==> config.mk <==
export PLATFORM = sky130hd
export DESIGN_NAME = uart_rom_word_loader
export DESIGN_NICKNAME = d
export VERILOG_FILES = /design/src/rtl/uart_rom_word_loader.sv
export SDC_FILE = /design/constraint.sdc
export NUM_CORES = 1
export LEC_CHECK = 0
export CAP_MARGIN = 20
export CORE_UTILIZATION = 35
export CTS_BUF_LIST = sky130_fd_sc_hd__clkbuf_2 sky130_fd_sc_hd__clkbuf_4 sky130_fd_sc_hd__clkbuf_8
export DETAILED_ROUTE_END_ITERATION = 8
export DONT_BUFFER_PORTS = 1
export SLEW_MARGIN = 30
export SYNTH_ARGS = -nofsm -noshare
export SYNTH_HDL_FRONTEND = slang
export SYNTH_SLANG_ARGS = --single-unit
==> constraint.sdc <==
create_clock -name clk -period 7.1 [get_ports clk]
set_input_delay 1.42 -clock clk [delete_from_list [all_inputs] [get_ports clk]]
set_output_delay 1.42 -clock clk [all_outputs]
set_load 0.01 [all_outputs]
==> src/rtl/uart_rom_word_loader.sv <==
// UART-to-ROM-loader bridge: pairs received bytes into words, buffers them in
// a small FIFO, hands each word to the loader over a 4-phase sck/ack
// handshake, echoes a checksum byte per word, and runs the load/run session.
module uart_rom_word_loader #(
    parameter int WORD_WIDTH          = 16,
    parameter int FIFO_DEPTH          = 4,
    parameter int IDLE_TIMEOUT_CYCLES = 2500000
) (
    input  logic                  clk,
    input  logic                  reset,
    input  logic                  rx_valid,
    input  logic [7:0]            rx_byte,
    input  logic                  rx_error,
    input  logic                  tx_busy,
    output logic                  tx_transmit,
    output logic [7:0]            tx_byte,
    input  logic                  finish,
    output logic                  rom_loader_load,
    output logic                  rom_loader_sck,
    output logic [WORD_WIDTH-1:0] rom_loader_data,
    input  logic                  rom_loader_ack,
    output logic                  hack_external_reset,
    output logic [15:0]           word_count,
    output logic                  overflow,
    output logic                  frame_error
);

    localparam int PTR_W = (FIFO_DEPTH > 1) ? $clog2(FIFO_DEPTH) : 1;
    localparam int CNT_W = PTR_W + 1;
    localparam int TO_W  = (IDLE_TIMEOUT_CYCLES > 1) ? $clog2(IDLE_TIMEOUT_CYCLES) : 1;
    localparam logic [CNT_W-1:0] FIFO_FULL = CNT_W'(FIFO_DEPTH);
    localparam logic [TO_W-1:0]  TO_LAST   =
        TO_W'((IDLE_TIMEOUT_CYCLES > 0) ? (IDLE_TIMEOUT_CYCLES - 1) : 0);

    typedef enum logic [1:0] {H_IDLE, H_STROBE, H_WAITLOW} hs_state_t;
    typedef enum logic {S_LOAD, S_RUN} sess_t;

    hs_state_t              hs_state_q, hs_state_d;
    sess_t                  sess_q, sess_d;
    logic                   sck_q, sck_d;
    logic [WORD_WIDTH-1:0]  data_q, data_d;
    logic [15:0]            word_count_q, word_count_d;
    logic                   overflow_q, overflow_d;
    logic                   frame_error_q, frame_error_d;
    logic                   echo_pending_q, echo_pending_d;
    logic [7:0]             echo_byte_q, echo_byte_d;
    logic                   tx_transmit_q, tx_transmit_d;
    logic [7:0]             tx_byte_q, tx_byte_d;
    logic [7:0]             hi_q, hi_d;
    logic                   byte_phase_q, byte_phase_d;
    logic [PTR_W-1:0]       wr_ptr_q, wr_ptr_d;
    logic [PTR_W-1:0]       rd_ptr_q, rd_ptr_d;
    logic [CNT_W-1:0]       fifo_count_q, fifo_count_d;
    logic                   finish_pending_q, finish_pending_d;
    logic [TO_W-1:0]        timeout_cnt_q, timeout_cnt_d;
    logic                   hack_q;

    logic [WORD_WIDTH-1:0]  fifo_mem [FIFO_DEPTH];
    logic                   fifo_push;
    logic                   fifo_pop;
    logic                   fifo_wr_en;
    logic [WORD_WIDTH-1:0]  fifo_wr_data;
    logic                   session_restart;

    // A byte arriving while the CPU runs reopens the loading session.
    assign session_restart = (sess_q == S_RUN) && rx_valid;

    // Word storage: plain write port, read is captured into the data register.
    always_ff @(posedge clk) begin
        if (fifo_wr_en) begin
            fifo_mem[wr_ptr_q] <= fifo_wr_data;
        end
    end

    // Handshake FSM, word counter and echo pending/transmit logic.
    always_comb begin
        hs_state_d     = hs_state_q;
        sck_d          = sck_q;
        data_d         = data_q;
        word_count_d   = word_count_q;
        echo_pending_d = echo_pending_q;
        echo_byte_d    = echo_byte_q;
        tx_transmit_d  = 1'b0;
        tx_byte_d      = tx_byte_q;
        fifo_pop       = 1'b0;

        if (echo_pending_q && !tx_busy) begin
            tx_transmit_d  = 1'b1;
            tx_byte_d      = echo_byte_q;
            echo_pending_d = 1'b0;
        end

        case (hs_state_q)
            H_IDLE: begin
                if ((fifo_count_q != '0) && !rom_loader_ack && (sess_q == S_LOAD)) begin
                    fifo_pop   = 1'b1;
                    data_d     = fifo_mem[rd_ptr_q];
                    sck_d      = 1'b1;
                    hs_state_d = H_STROBE;
                end
            end
            H_STROBE: begin
                if (rom_loader_ack) begin
                    sck_d = 1'b0;
                    if (word_count_q != 16'hFFFF) begin
                        word_count_d = word_count_q + 16'd1;
                    end
                    // A newer echo simply replaces one still waiting for the UART.
                    echo_pending_d = 1'b1;
                    echo_byte_d    = {data_q[WORD_WIDTH-1 -: 4], data_q[3:0]};
                    hs_state_d     = H_WAITLOW;
                end
            end
            H_WAITLOW: begin
                if (!rom_loader_ack) begin
                    hs_state_d = H_IDLE;
                end
            end
            default: begin
                hs_state_d = H_IDLE;
                sck_d      = 1'b0;
            end
        endcase

        if (session_restart) begin
            word_count_d = '0;
        end
    end

    // Byte pairing, FIFO bookkeeping, idle timeout and session FSM.
    always_comb begin
        hi_d             = hi_q;
        byte_phase_d     = byte_phase_q;
        overflow_d       = overflow_q;
        frame_error_d    = frame_error_q;
        wr_ptr_d         = wr_ptr_q;
        rd_ptr_d         = rd_ptr_q;
        fifo_count_d     = fifo_count_q;
        fifo_push        = 1'b0;
        fifo_wr_en       = 1'b0;
        fifo_wr_data     = {hi_q, rx_byte};
        sess_d           = sess_q;
        finish_pending_d = finish_pending_q;
        timeout_cnt_d    = timeout_cnt_q;

        if (sess_q == S_RUN) begin
            timeout_cnt_d = '0;
            if (rx_valid) begin
                sess_d           = S_LOAD;
                overflow_d       = 1'b0;
                frame_error_d    = 1'b0;
                finish_pending_d = 1'b0;
                hi_d             = rx_byte;
                byte_phase_d     = 1'b1;
            end
        end else begin
            if (rx_valid) begin
                if (!byte_phase_q) begin
                    hi_d         = rx_byte;
                    byte_phase_d = 1'b1;
                end else begin
                    byte_phase_d = 1'b0;
                    fifo_push    = 1'b1;
                end
            end

            if (rx_valid) begin
                timeout_cnt_d = '0;
            end else if (IDLE_TIMEOUT_CYCLES != 0) begin
                if (timeout_cnt_q == TO_LAST) begin
                    finish_pending_d = 1'b1;
                    timeout_cnt_d    = '0;
                end else begin
                    timeout_cnt_d = timeout_cnt_q + TO_W'(1);
                end
            end

            if (finish) begin
                finish_pending_d = 1'b1;
            end

            // Hold the switch to RUN off for a cycle carrying a byte so that
            // byte is never stranded in the FIFO while pops are frozen.
            if (finish_pending_q && (fifo_count_q == '0) && (hs_state_q == H_IDLE) &&
                !rom_loader_ack && !rx_valid) begin
                sess_d           = S_RUN;
                finish_pending_d = 1'b0;
                timeout_cnt_d    = '0;
                if (byte_phase_q) begin
                    byte_phase_d  = 1'b0;
                    frame_error_d = 1'b1;
                end
            end
        end

        // A framing error kills any half word, including one completing now.
        if (rx_error) begin
            byte_phase_d  = 1'b0;
            frame_error_d = 1'b1;
            fifo_push     = 1'b0;
        end

        if (fifo_push) begin
            if ((fifo_count_q == FIFO_FULL) && !fifo_pop) begin
                overflow_d = 1'b1;
            end else begin
                fifo_wr_en = 1'b1;
                wr_ptr_d   = wr_ptr_q + PTR_W'(1);
            end
        end
        if (fifo_pop) begin
            rd_ptr_d = rd_ptr_q + PTR_W'(1);
        end
        fifo_count_d = fifo_count_q + {{(CNT_W-1){1'b0}}, fifo_wr_en}
                                    - {{(CNT_W-1){1'b0}}, fifo_pop};
    end

    // State register for all control and datapath flops.
    always_ff @(posedge clk) begin
        if (reset) begin
            hs_state_q       <= H_IDLE;
            sess_q           <= S_LOAD;
            sck_q            <= 1'b0;
            data_q           <= '0;
            word_count_q     <= '0;
            overflow_q       <= 1'b0;
            frame_error_q    <= 1'b0;
            echo_pending_q   <= 1'b0;
            echo_byte_q      <= '0;
            tx_transmit_q    <= 1'b0;
            tx_byte_q        <= '0;
            hi_q             <= '0;
            byte_phase_q     <= 1'b0;
            wr_ptr_q         <= '0;
            rd_ptr_q         <= '0;
            fifo_count_q     <= '0;
            finish_pending_q <= 1'b0;
            timeout_cnt_q    <= '0;
            hack_q           <= 1'b1;
        end else begin
            hs_state_q       <= hs_state_d;
            sess_q           <= sess_d;
            sck_q            <= sck_d;
            data_q           <= data_d;
            word_count_q     <= word_count_d;
            overflow_q       <= overflow_d;
            frame_error_q    <= frame_error_d;
            echo_pending_q   <= echo_pending_d;
            echo_byte_q      <= echo_byte_d;
            tx_transmit_q    <= tx_transmit_d;
            tx_byte_q        <= tx_byte_d;
            hi_q             <= hi_d;
            byte_phase_q     <= byte_phase_d;
            wr_ptr_q         <= wr_ptr_d;
            rd_ptr_q         <= rd_ptr_d;
            fifo_count_q     <= fifo_count_d;
            finish_pending_q <= finish_pending_d;
            timeout_cnt_q    <= timeout_cnt_d;
            hack_q           <= rom_loader_load;
        end
    end

    assign rom_loader_load     = (sess_q == S_LOAD);
    assign rom_loader_sck      = sck_q;
    assign rom_loader_data     = data_q;
    assign hack_external_reset = hack_q;
    assign tx_transmit         = tx_transmit_q;
    assign tx_byte             = tx_byte_q;
    assign word_count          = word_count_q;
    assign overflow            = overflow_q;
    assign frame_error         = frame_error_q;

endmodule
==> key figures, run 1 <==
Finish
  • Nets@finish: 595
  • Share of layout cells above drive strength 1: 10.1%
  • Fillers: 1712
  • Diodes inserted: 0
  • Area grow syn2layout: 9.21%
  • Fin cells: 811

CTS
  • CTS H-tree depth: 4
  • Clk buf depth: 2
  • Post-CTS sizing: 0
  • Worst skew pair latency: roughly 0.45 ns
  • CTS Buf Count: 17
  • Post-CTS Setup Repair Bufs: 0
  • Clock transition at path regs: 0.08 ns
  • Clk sinks: 160
  • CTS Hold Bufs: 0
  • Root Buffer: clkbuf_8
  • CTS tree: built

Global route
  • First-pass GRT wire length: 21.8 mm
  • Vias in the first global route: 4094
  • Initial antenna violation count: 0
  • Grt total ovfl: 0
  • Gr usage total: 14.7%
  • Pin count of the biggest net entering global routing: 62

Synthesis
  • Syn Area/Cell: 11.3 sq um
  • Sequential element share of the synthesized area: between 50% and 60%
  • Netlist cell types: 51
  • Syn Nets: 602
  • Syn. warnings: 0
  • EDFF count, synth: 64
  • Post-Syn Area: between 0.006 and 0.007 sq mm
  • Synthesized netlist cell count: 576
  • Ys flop type: dfxtp_1
  • Ys async rst share: 0%
  • Yosys reg bits: 160

Power and ir drop
  • Internal: 1450 uW
  • Total power: 2010 uW
  • Leakage power: 0.00225 uW
  • Share of total power in the clock network: 33.2%
  • Psw: 558 uW
  • P per Cell Area: 284 mW/mm^2
  • Worst-case vdd ir drop: ~0.14 mV
  • Sequential cell fraction of total power: 53.4%
  • Sw Share: 27.8%
  • Gate power share: 13.4%

Status
  • Status: finished, violations left
  • Failing checks: design-rule violations

Floorplanning
  • FP Rows: 49
  • DIE HEIGHT: 138 microns
  • I/O pins: between 60 and 70
  • Total die area: roughly 0.019 sq mm
  • Total core area: around 0.018 sq mm
  • Initial core utilization: a little over a third
  • Die X-Extent: 138 microns

Timing
  • Setup_tns: 0 ns
  • Final Worst Setup Slack: 3.43 ns
  • Setup violators final: 0
  • RSZ-0062 raised after global routing: false
  • Max Fclk: around 270 MHz
  • Final hold vios: 0
  • Clk_skew: approximately 0.017 ns
  • Final min period: ~3.7 ns
  • Fin. max-slew vios: 0
  • Max-Slew Margin vs Limit: 40.0%
  • Worst-Margin Slew: 0.899 ns
  • Final period util: 51.6%
  • WHS: 0.454 ns

Worst setup path
  • CP Cell Sequence: nor3_1 > nand3_1 > clkinv_1 > ha_1 > inv_1 > ha_1 > inv_1 > fa_1 > xor2_1 > xnor2_1 > nor2_1
  • Crit Path Category: in2reg
  • FF-to-FF setup slack: about 3.5 ns
  • Worst setup EP type: flop
  • CP max stage cell: clkinv_1
  • Crit path DAT: 4.00 ns
  • Worst path max stage delay: slightly above 0.6 ns
  • Startpoint class of the critical path: input port
  • Largest fanout on the critical path: 18
  • R2R depth: 11
  • Required time worst endpoint: 7.43 ns

Drt
  • Pre-antenna DRT Iters: 7
  • Drt wl/cell: 16.5 microns
  • DRT iter0 DRCs: about 310
  • Drc violations: 14
  • Final ANT Viol Nets: 0
  • DR vias: 4220
  • Vias per Instance: between 5 and 6
  • Post-Route WL: 13.4 mm

Placed design
  • Cells after DPL: 779
  • Final Wtd Congestion: 0.826
  • # port buffers: 0
  • Place WS: 2.97 ns
  • Dpl hpwl: 9.11 mm

Worst hold path
  • HP Class: reg2reg
  • WHS Path Cells: 2

Job
  • Max Cap Viol: 0
-- power by group through the flow --
| stage | clock [uW] | sequential, uW | combinational [uW] |
|---|---|---|---|
| 2_1_floorplan | 0 | 1070 | 233 |
| 3_3_place_gp | 0 | 1090 | 264 |
| 3_5_place_dp | 0 | 1100 | 274 |
| 4_1_cts | 684 | 1080 | 273 |
| 5_1_grt | 724 | 1080 | 300 |
| 6_report | 667 | 1070 | 269 |
-- layer usage --
metal	global-route usage (%)	wire, microns	vias to the layer above	part of all wire [%]
met5	0	0	-	0
met4	6.15	233	0	1.7
met3	4.12	705	14	5.3
met2	23.7	6380	96	48
met1	18.5	6090	2028	45
li1	-	-	2082	-
-- final timing paths --
kind | startpoint | to
setup reg to reg | fifo_count_q[1]$_SDFF_PP0_ | fifo_count_q[2]$_SDFF_PP0_
hold reg to reg | echo_byte_q[6]$_SDFFE_PP0P_ | echo_byte_q[6]$_SDFFE_PP0P_
hold / removal | echo_byte_q[6]$_SDFFE_PP0P_ | echo_byte_q[6]$_SDFFE_PP0P_
setup / recovery | rom_loader_ack | fifo_count_q[2]$_SDFF_PP0_
-- final cells by class --
| class | count | area [sq um] | share of cell area, % |
|---|---|---|---|
| Clock inverter | 12 | 139 | 1.96 |
| Sequential cell | 160 | 3840 | 54.3 |
| Inverter | 13 | 48.8 | 0.689 |
| Tap cell | 229 | 287 | 4.05 |
| Clock buffer | 20 | 256 | 3.62 |
| Multi-Input combinational cell | 374 | 2480 | 35.1 |
| Timing Repair Buffer | 3 | 22.5 | 0.318 |
-- registers in the layout, indices dropped and copies added, names as in the netlist --
| name | cells |
|---|---|
| byte_phase_q | 1 |
| echo_byte_q | 8 |
| echo_pending_q | 1 |
| fifo_count_q | 3 |
| fifo_mem | 64 |
| finish_pending_q | 1 |
| frame_error | 1 |
| hack_external_reset | 1 |
| hi_q | 8 |
| hs_state_q | 2 |
| overflow | 1 |
| rd_ptr_q | 2 |
| rom_loader_data | 16 |
| rom_loader_sck | 1 |
| sess_q | 1 |
| timeout_cnt_q | 22 |
| tx_byte | 8 |
| tx_transmit | 1 |
| word_count | 16 |
| wr_ptr_q | 2 |
-- cell usage after synthesis, drive strengths merged, types with 2 or more instances --
library cell,n,share of area (%)
or3,12,1.2
and4,4,0.54
and2,9,0.87
mux2i,15,2.3
o21ai,12,0.93
nor2,36,2.1
nand2b,9,0.87
ha,10,1.9
nor4bb,3,0.46
dfxtp,96,30
xor2,8,1.1
xnor2,10,1.4
nor3,5,0.39
edfxtp,64,30
clkbuf,22,1.3
buf,7,0.44
nor2b,2,0.19
a2111oi,2,0.27
mux4,16,5.6
a31oi,4,0.39
o41ai,3,0.41
a21oi,56,4.3
nor3b,2,0.23
or4,8,0.93
nand4,15,1.7
inv,12,0.69
a21o,2,0.23
nand3,13,1.2
nand2,91,5.3
nor4,8,0.77
o31ai,5,0.58
-- stage by stage --
step | utilization (%) | cell area (sq um)
6_report | 39.1 | 7080
5_1_grt | 39.1 | 7080
4_1_cts | 39.1 | 7080
3_5_place_dp | 37.0 | 6680
3_3_place_gp | 36.9 | 6680
2_1_floorplan | - | 6480
-- critical path: cells and delay by family --
family / cells / cell delay, ns
simple gates: 3 / 0.55
fa+ha+maj: 3 / 0.96
buf+inv: 3 / 0.72
xor+xnor: 2 / 0.33
-- layout by cell type (no fill, tap or decap), drive strengths merged, types with 3 or more instances in the layout --
cell      Yosys  routed
a31oi         4       4
and2          9       9
nand4        15      15
xnor2        10      10
nor3          5       5
o31ai         5       5
mux2i        15      15
and4          4       4
a21oi        56      56
or4           8       8
xor2          8       8
nor4          8       8
edfxtp       64      64
o21ai        12      12
or3          12      12
clkinv        1       5
nand2b        9       9
mux4         16      16
clkinvlp      0       4
o41ai         3       3
ha           10      10
buf           7       3
nor4bb        3       3
nand3        13      13
clkbuf       22      20
nor2         36      36
inv          12      14
nand2        91      91
dfxtp        96      96
-- logic make-up (layout without fill, tap and decap cells) --
kind of cell             after synthesis  count (layout)  synth area share [%]
flip-flops                           160             160                  59.3
multiplexers                          31              31                  7.87
XOR/XNOR                              18              18                  2.43
adder cells (fa/ha/maj)               11              11                  2.24
AND/OR/NAND/NOR                      222             222                  17.3
buffers and inverters                 42              48                  2.47
AO/OA/AOI/OAI                         92              92                  8.38
(Power assumes the default switching activity.)
==> run 2, diff against run 1 <==
==> constraint.sdc (replaced) <==
create_clock -name clk -period 3.65 [get_ports clk]
set_input_delay 0.73 -clock clk [delete_from_list [all_inputs] [get_ports clk]]
set_output_delay 0.73 -clock clk [all_outputs]
set_load 0.01 [all_outputs]
==> run 2 against run 1 <==
The run still ends with design-rule violations left; utilization increased by 0.097 points; final area increased by 0.25%; sequential cell count unchanged; worst hold slack got worse by 0.11 ns; clock power increased by 84%; sequential share of layout area decreased by 0.13 points; critical path depth unchanged; setup slack got worse by 2.8 ns.
==> key figures, run 2 (synthesis gave the netlist of run 1 again) <==
Status
  • Status: finished, violations left
  • Failing checks: design-rule violations

Worst hold path
  • Hold Startpoint: reset
  • WHS Path Cells: 1
  • HP Class: in2reg
  • Hold Path Sink: rom_loader_sck$_SDFFE_PP0P_

Power and ir drop
  • Share of total power in the clock network: 32.0%
  • Leakage power: between 0.002 and 0.0025 uW
  • Total power: 3840 uW
  • Gate power share: 13.6%
  • Psw: 1140 uW
  • Sw Share: 29.8%
  • Internal: ~2700 uW
  • P per Cell Area: 542 mW/mm^2
  • Worst-case vdd ir drop: 0.262 mV
  • Sequential cell fraction of total power: a little over half

Timing
  • Setup_tns: 0 ns
  • Max-Slew Margin vs Limit: about two fifths
  • Clk_skew: 0.00962 ns
  • Setup violators final: 0
  • RSZ-0062 raised after global routing: false
  • Final period util: 82.3%
  • Max Fclk: 333 MHz
  • Worst-Margin Slew: 0.904 ns
  • Final min period: 3.00 ns
  • Final hold vios: 0
  • Fin. max-slew vios: 0

Placed design
  • Dpl hpwl: 8.84 mm
  • Final Wtd Congestion: 0.850
  • # port buffers: 0

Floorplanning
  • Total core area: between 0.015 and 0.02 sq mm
  • Die X-Extent: 138 microns
  • Total die area: 0.0191 sq mm
  • Initial core utilization: between 30% and 40%
  • FP Rows: 49
  • DIE HEIGHT: 138 microns
  • I/O pins: 61

Global route
  • Gr usage total: 14.5%
  • Met3 usage: 5.40%
  • First-pass GRT wire length: 21.5 mm
  • Grt total ovfl: 0
  • Global route hottest layer: met2
  • GR Util met2: 23.6%
  • Vias in the first global route: 4136
  • Initial antenna violation count: 0
  • Pin count of the biggest net entering global routing: 62
  • GRT met1 Usage: approximately 18%

Finish
  • Final core utilization: 39.2%
  • Max reg flops: 64
  • Most frequent cells in the layout: dfxtp_1, nand2_1, edfxtp_1, a21oi_1, nor2_1
  • Largest regs: fifo_mem (64), timeout_cnt_q (22)
  • Commonest non-fill, non-tap cell in the layout: dfxtp_1
  • Share of layout cells above drive strength 1: 10.9%
  • Top reg by flops: fifo_mem
  • Diodes inserted: 0
  • Area grow syn2layout: 9.48%
  • Nets@finish: 600

CTS
  • Clk buf depth: 2
  • CTS H-tree depth: 4
  • CTS Hold Bufs: 0
  • CTS Buf Count: 17
  • Clock transition at path regs: 0.09 ns
  • CTS tree: built
  • Worst skew pair latency: about 0.45 ns
  • Post-CTS sizing: 0
  • Root Buffer: clkbuf_8
  • Post-CTS Setup Repair Bufs: 0
  • Clk sinks: between 150 and 200

Worst setup path
  • CP max stage cell: or3_1
  • Cell family with most CP delay: adder cells
  • FF-to-FF End: fifo_count_q[2]$_SDFF_PP0_
  • Largest fanout on the critical path: 18
  • R2r startpoint: fifo_count_q[1]$_SDFF_PP0_
  • Required time worst endpoint: 4.00 ns
  • CP Cell Sequence: or3_1 > nand3_1 > clkinv_1 > ha_1 > inv_1 > ha_1 > inv_1 > fa_1 > xor2_1 > xnor2_1 > nor2_1
  • Crit Path Category: reg2reg
  • Crit path DAT: 3.35 ns
  • FF-to-FF setup slack: 0.65 ns
  • Worst setup EP type: flop
  • Critical path buffer and inverter count: 3
  • Startpoint class of the critical path: flop
  • Worst path max stage delay: 0.52 ns
  • R2R depth: 11

Drt
  • DR vias: 4254
  • Drt wl/cell: 16.1 microns
  • Vias per Instance: between 5 and 6
  • DRT iter0 DRCs: 280
  • Pre-antenna DRT Iters: 7
  • Drc violations: 13
  • Final ANT Viol Nets: 0
  • Post-Route WL: 13.1 mm

Job
  • Max Cap Viol: 0
==> run 2: changes by cell type in the layout (fill, tap and decap cells not counted), sizes merged <==
cell / change
clkinvlp: -2
buf: +5
clkinv: -1
inv: +8
clkbuf: -3
bufinv: -2
==> run 2: per-stage QoR <==
| step | cells | instance area [sq um] | hold slack [ns] | setup WS, ns |
|---|---|---|---|---|
| 4_1_cts | 816 | 7100 | 0.304 | 0.623 |
| 5_1_grt | 816 | 7100 | 0.308 | 0.332 |
| 6_report | 816 | 7100 | 0.344 | 0.647 |
| 2_1_floorplan | 576 | 6480 | 0.432 | 0.694 |
| 3_3_place_gp | 784 | 6720 | 0.441 | 0.648 |
| 3_5_place_dp | 784 | 6720 | 0.442 | 0.600 |
==> run 2: metal layers <==
metal  up-vias  part of all wire, %
li1       2084                    -
met1      2061                   43
met2        95                   49
met3        14                  7.2
met4         0                  1.4
met5         -                    0
==> run 2: worst max path at each step <==
stage                                     startpoint                          to  slack, ns  depth (start not counted)
after detailed placement              rom_loader_ack  fifo_count_q[2]$_SDFF_PP0_       0.60                         11
after global routing      fifo_count_q[1]$_SDFF_PP0_  fifo_count_q[2]$_SDFF_PP0_       0.33                         11
after global placement                rom_loader_ack  fifo_count_q[2]$_SDFF_PP0_       0.65                         11
after floorplan                       rom_loader_ack  fifo_count_q[2]$_SDFF_PP0_       0.69                         12
final                     fifo_count_q[1]$_SDFF_PP0_  fifo_count_q[2]$_SDFF_PP0_       0.65                         11
after CTS                 fifo_count_q[1]$_SDFF_PP0_  fifo_count_q[2]$_SDFF_PP0_       0.62                         11
==> run 2: power groups by stage <==
stage / Clock [uW] / Combinational, uW / Sequential [uW]
5_1_grt: 1340 / 595 / 2110
2_1_floorplan: 0 / 453 / 2080
3_3_place_gp: 0 / 521 / 2130
3_5_place_dp: 0 / 532 / 2130
4_1_cts: 1270 / 535 / 2090
6_report: 1230 / 524 / 2090
==> run 2: area by class of cell <==
class	instances	area (sq um)
fill	1719	11000
sequential	160	3840
multi-input combinational	374	2480
tap	229	287
clock buffer	17	234
clock inverter	15	141
timing repair buffer	8	60.1
inverter	13	48.8
==> run 3, diff against run 2 <==
==> constraint.sdc (replaced) <==
create_clock -name clk -period 2.8 [get_ports clk]
set_input_delay 0.56 -clock clk [delete_from_list [all_inputs] [get_ports clk]]
set_output_delay 0.56 -clock clk [all_outputs]
set_load 0.01 [all_outputs]
==> run 3 against run 2 <==
Via count increased by 2.3%; the flow still finishes with violations (design-rule violations); final cell count is 0.86% higher; largest cell class unchanged; non-clock buffer count increased by 7; clock-buffer cell count is 2 higher; sequential power grew 30%.
==> key figures, run 3 (synthesis gave the netlist of run 1 again) <==
CTS
  • Clk buf depth: 2
  • Clk sinks: 160
  • Worst skew pair latency: 0.45 ns
  • Post-CTS Setup Repair Bufs: 0
  • CTS Hold Bufs: 0
  • CTS tree: built
  • CTS Buf Count: 17
  • Clock transition at path regs: 0.09 ns
  • Root Buffer: clkbuf_8
  • CTS H-tree depth: 4
  • Post-CTS sizing: 0

Power and ir drop
  • P per Cell Area: 727 mW/mm^2
  • Internal: 3750 uW
  • Worst-case vdd ir drop: 0.274 mV
  • Psw: 1480 uW
  • Leakage power: 0.00235 uW
  • Share of total power in the clock network: 34.3%
  • Sw Share: 28.3%
  • Gate power share: 13.8%
  • Sequential cell fraction of total power: 51.9%

Worst setup path
  • Startpoint class of the critical path: flop
  • Crit path DAT: 2.83 ns
  • Required time worst endpoint: around 3.2 ns
  • Critical path buffer and inverter count: 3
  • Worst path max stage delay: 0.52 ns
  • CP max stage cell: or3_1
  • Largest fanout on the critical path: 8
  • CP Cell Sequence: or3_1 > nand3_2 > clkinv_2 > ha_1 > inv_1 > ha_1 > inv_1 > fa_1 > xor2_1 > xnor2_1 > nor2_1
  • Crit Path Category: reg2reg
  • Cell family with most CP delay: adder cells
  • Worst setup EP type: flop

Placed design
  • # port buffers: 0
  • Final Wtd Congestion: roughly 0.84
  • Place WS: between 0.2 and 0.25 ns
  • Dpl hpwl: between 8 and 9 mm
  • Cells after DPL: 791

Status
  • Failing checks: design-rule violations
  • Status: finished, violations left

Finish
  • Fin cells: 823
  • Area grow syn2layout: 11.0%
  • Commonest non-fill, non-tap cell in the layout: dfxtp_1
  • Share of layout cells above drive strength 1: 12.1%
  • Nets@finish: 607
  • Most frequent cells in the layout: dfxtp_1, nand2_1, edfxtp_1, a21oi_1, nor2_1
  • Max reg flops: 64
  • Fillers: 1712
  • Diodes inserted: 0
  • Top reg by flops: fifo_mem
  • Largest regs: fifo_mem (64), timeout_cnt_q (22)

Timing
  • Fin. max-slew vios: 0
  • RSZ-0062 raised after global routing: false
  • Final min period: around 2.5 ns
  • Final period util: 88.2%
  • Setup_tns: 0 ns
  • Worst-Margin Slew: 0.910 ns
  • Max Fclk: 405 MHz
  • Setup violators final: 0
  • Final hold vios: 0
  • Final Worst Setup Slack: 0.329 ns
  • Max-Slew Margin vs Limit: around two fifths
  • Clk_skew: 0.0105 ns
  • WHS: 0.169 ns

Global route
  • First-pass GRT wire length: 21.4 mm
  • Initial antenna violation count: 0
  • Vias in the first global route: between 4k and 5k
  • Grt total ovfl: 0
  • Gr usage total: 14.4%
  • Pin count of the biggest net entering global routing: 62

Floorplanning
  • Die X-Extent: 138 microns
  • DIE HEIGHT: 138 microns
  • Total core area: 0.0181 sq mm
  • FP Rows: a little under 50
  • Total die area: 0.0191 sq mm
  • I/O pins: 61
  • Initial core utilization: 35.8%

Drt
  • Pre-antenna DRT Iters: 7
  • DR vias: between 4k and 5k
  • Final ANT Viol Nets: 0
  • Drt wl/cell: 16.3 microns
  • Post-Route WL: 13.4 mm
  • Vias per Instance: 5.29
  • Drc violations: 10
  • DRT iter0 DRCs: 262

Job
  • Max Cap Viol: 0

Worst hold path
  • HP Class: in2reg
run 3: path summary, 6_finish.rpt:
path | start | cells past startpoint | end | slack (ns)
max | fifo_count_q[1]$_SDFF_PP0_ | 11 | fifo_count_q[2]$_SDFF_PP0_ | 0.33
min | rom_loader_ack | 1 | hs_state_q[0]$_SDFFE_PP0P_ | 0.17
max reg2reg | fifo_count_q[1]$_SDFF_PP0_ | 11 | fifo_count_q[2]$_SDFF_PP0_ | 0.33
min reg2reg | echo_byte_q[0]$_SDFFE_PP0P_ | 2 | echo_byte_q[0]$_SDFFE_PP0P_ | 0.45
run 3: cell type report:
| type | count | area, sq um | area share [%] |
|---|---|---|---|
| Clock buffer | 19 | 255 | 3.55 |
| Clock inverter | 13 | 163 | 2.26 |
| Tap cell | 229 | 287 | 3.98 |
| Timing Repair Buffer | 15 | 113 | 1.57 |
| Inverter | 13 | 50.0 | 0.696 |
| Sequential cell | 160 | 3840 | 53.4 |
| Multi-Input combinational cell | 374 | 2480 | 34.5 |
run 3: metal layers:
layer | routed length, microns | track usage [%] | vias to the layer above
met4 | 157 | 5.56 | 0
met5 | 0 | 0 | -
met2 | 6590 | 24.4 | 82
met1 | 5920 | 16.8 | 2143
li1 | - | - | 2111
met3 | 702 | 5.06 | 14
run 3: per-stage QoR:
stage               cell area (sq um)  utilization (%)  total power (uW)
floorplan                        6490                -              3300
global placement                 6780             37.5              3490
detailed placement               6780             37.5              3510
CTS                              7190             39.8              5310
global route                     7190             39.8              5470
finish                           7190             39.8              5230
run 3: power groups by stage:
stage | clock network, uW | registers [uW] | logic (uW)
finish | 1790 | 2710 | 725
global route | 1930 | 2730 | 809
CTS | 1850 | 2720 | 741
detailed placement | 0 | 2770 | 738
global placement | 0 | 2760 | 724
floorplan | 0 | 2710 | 596
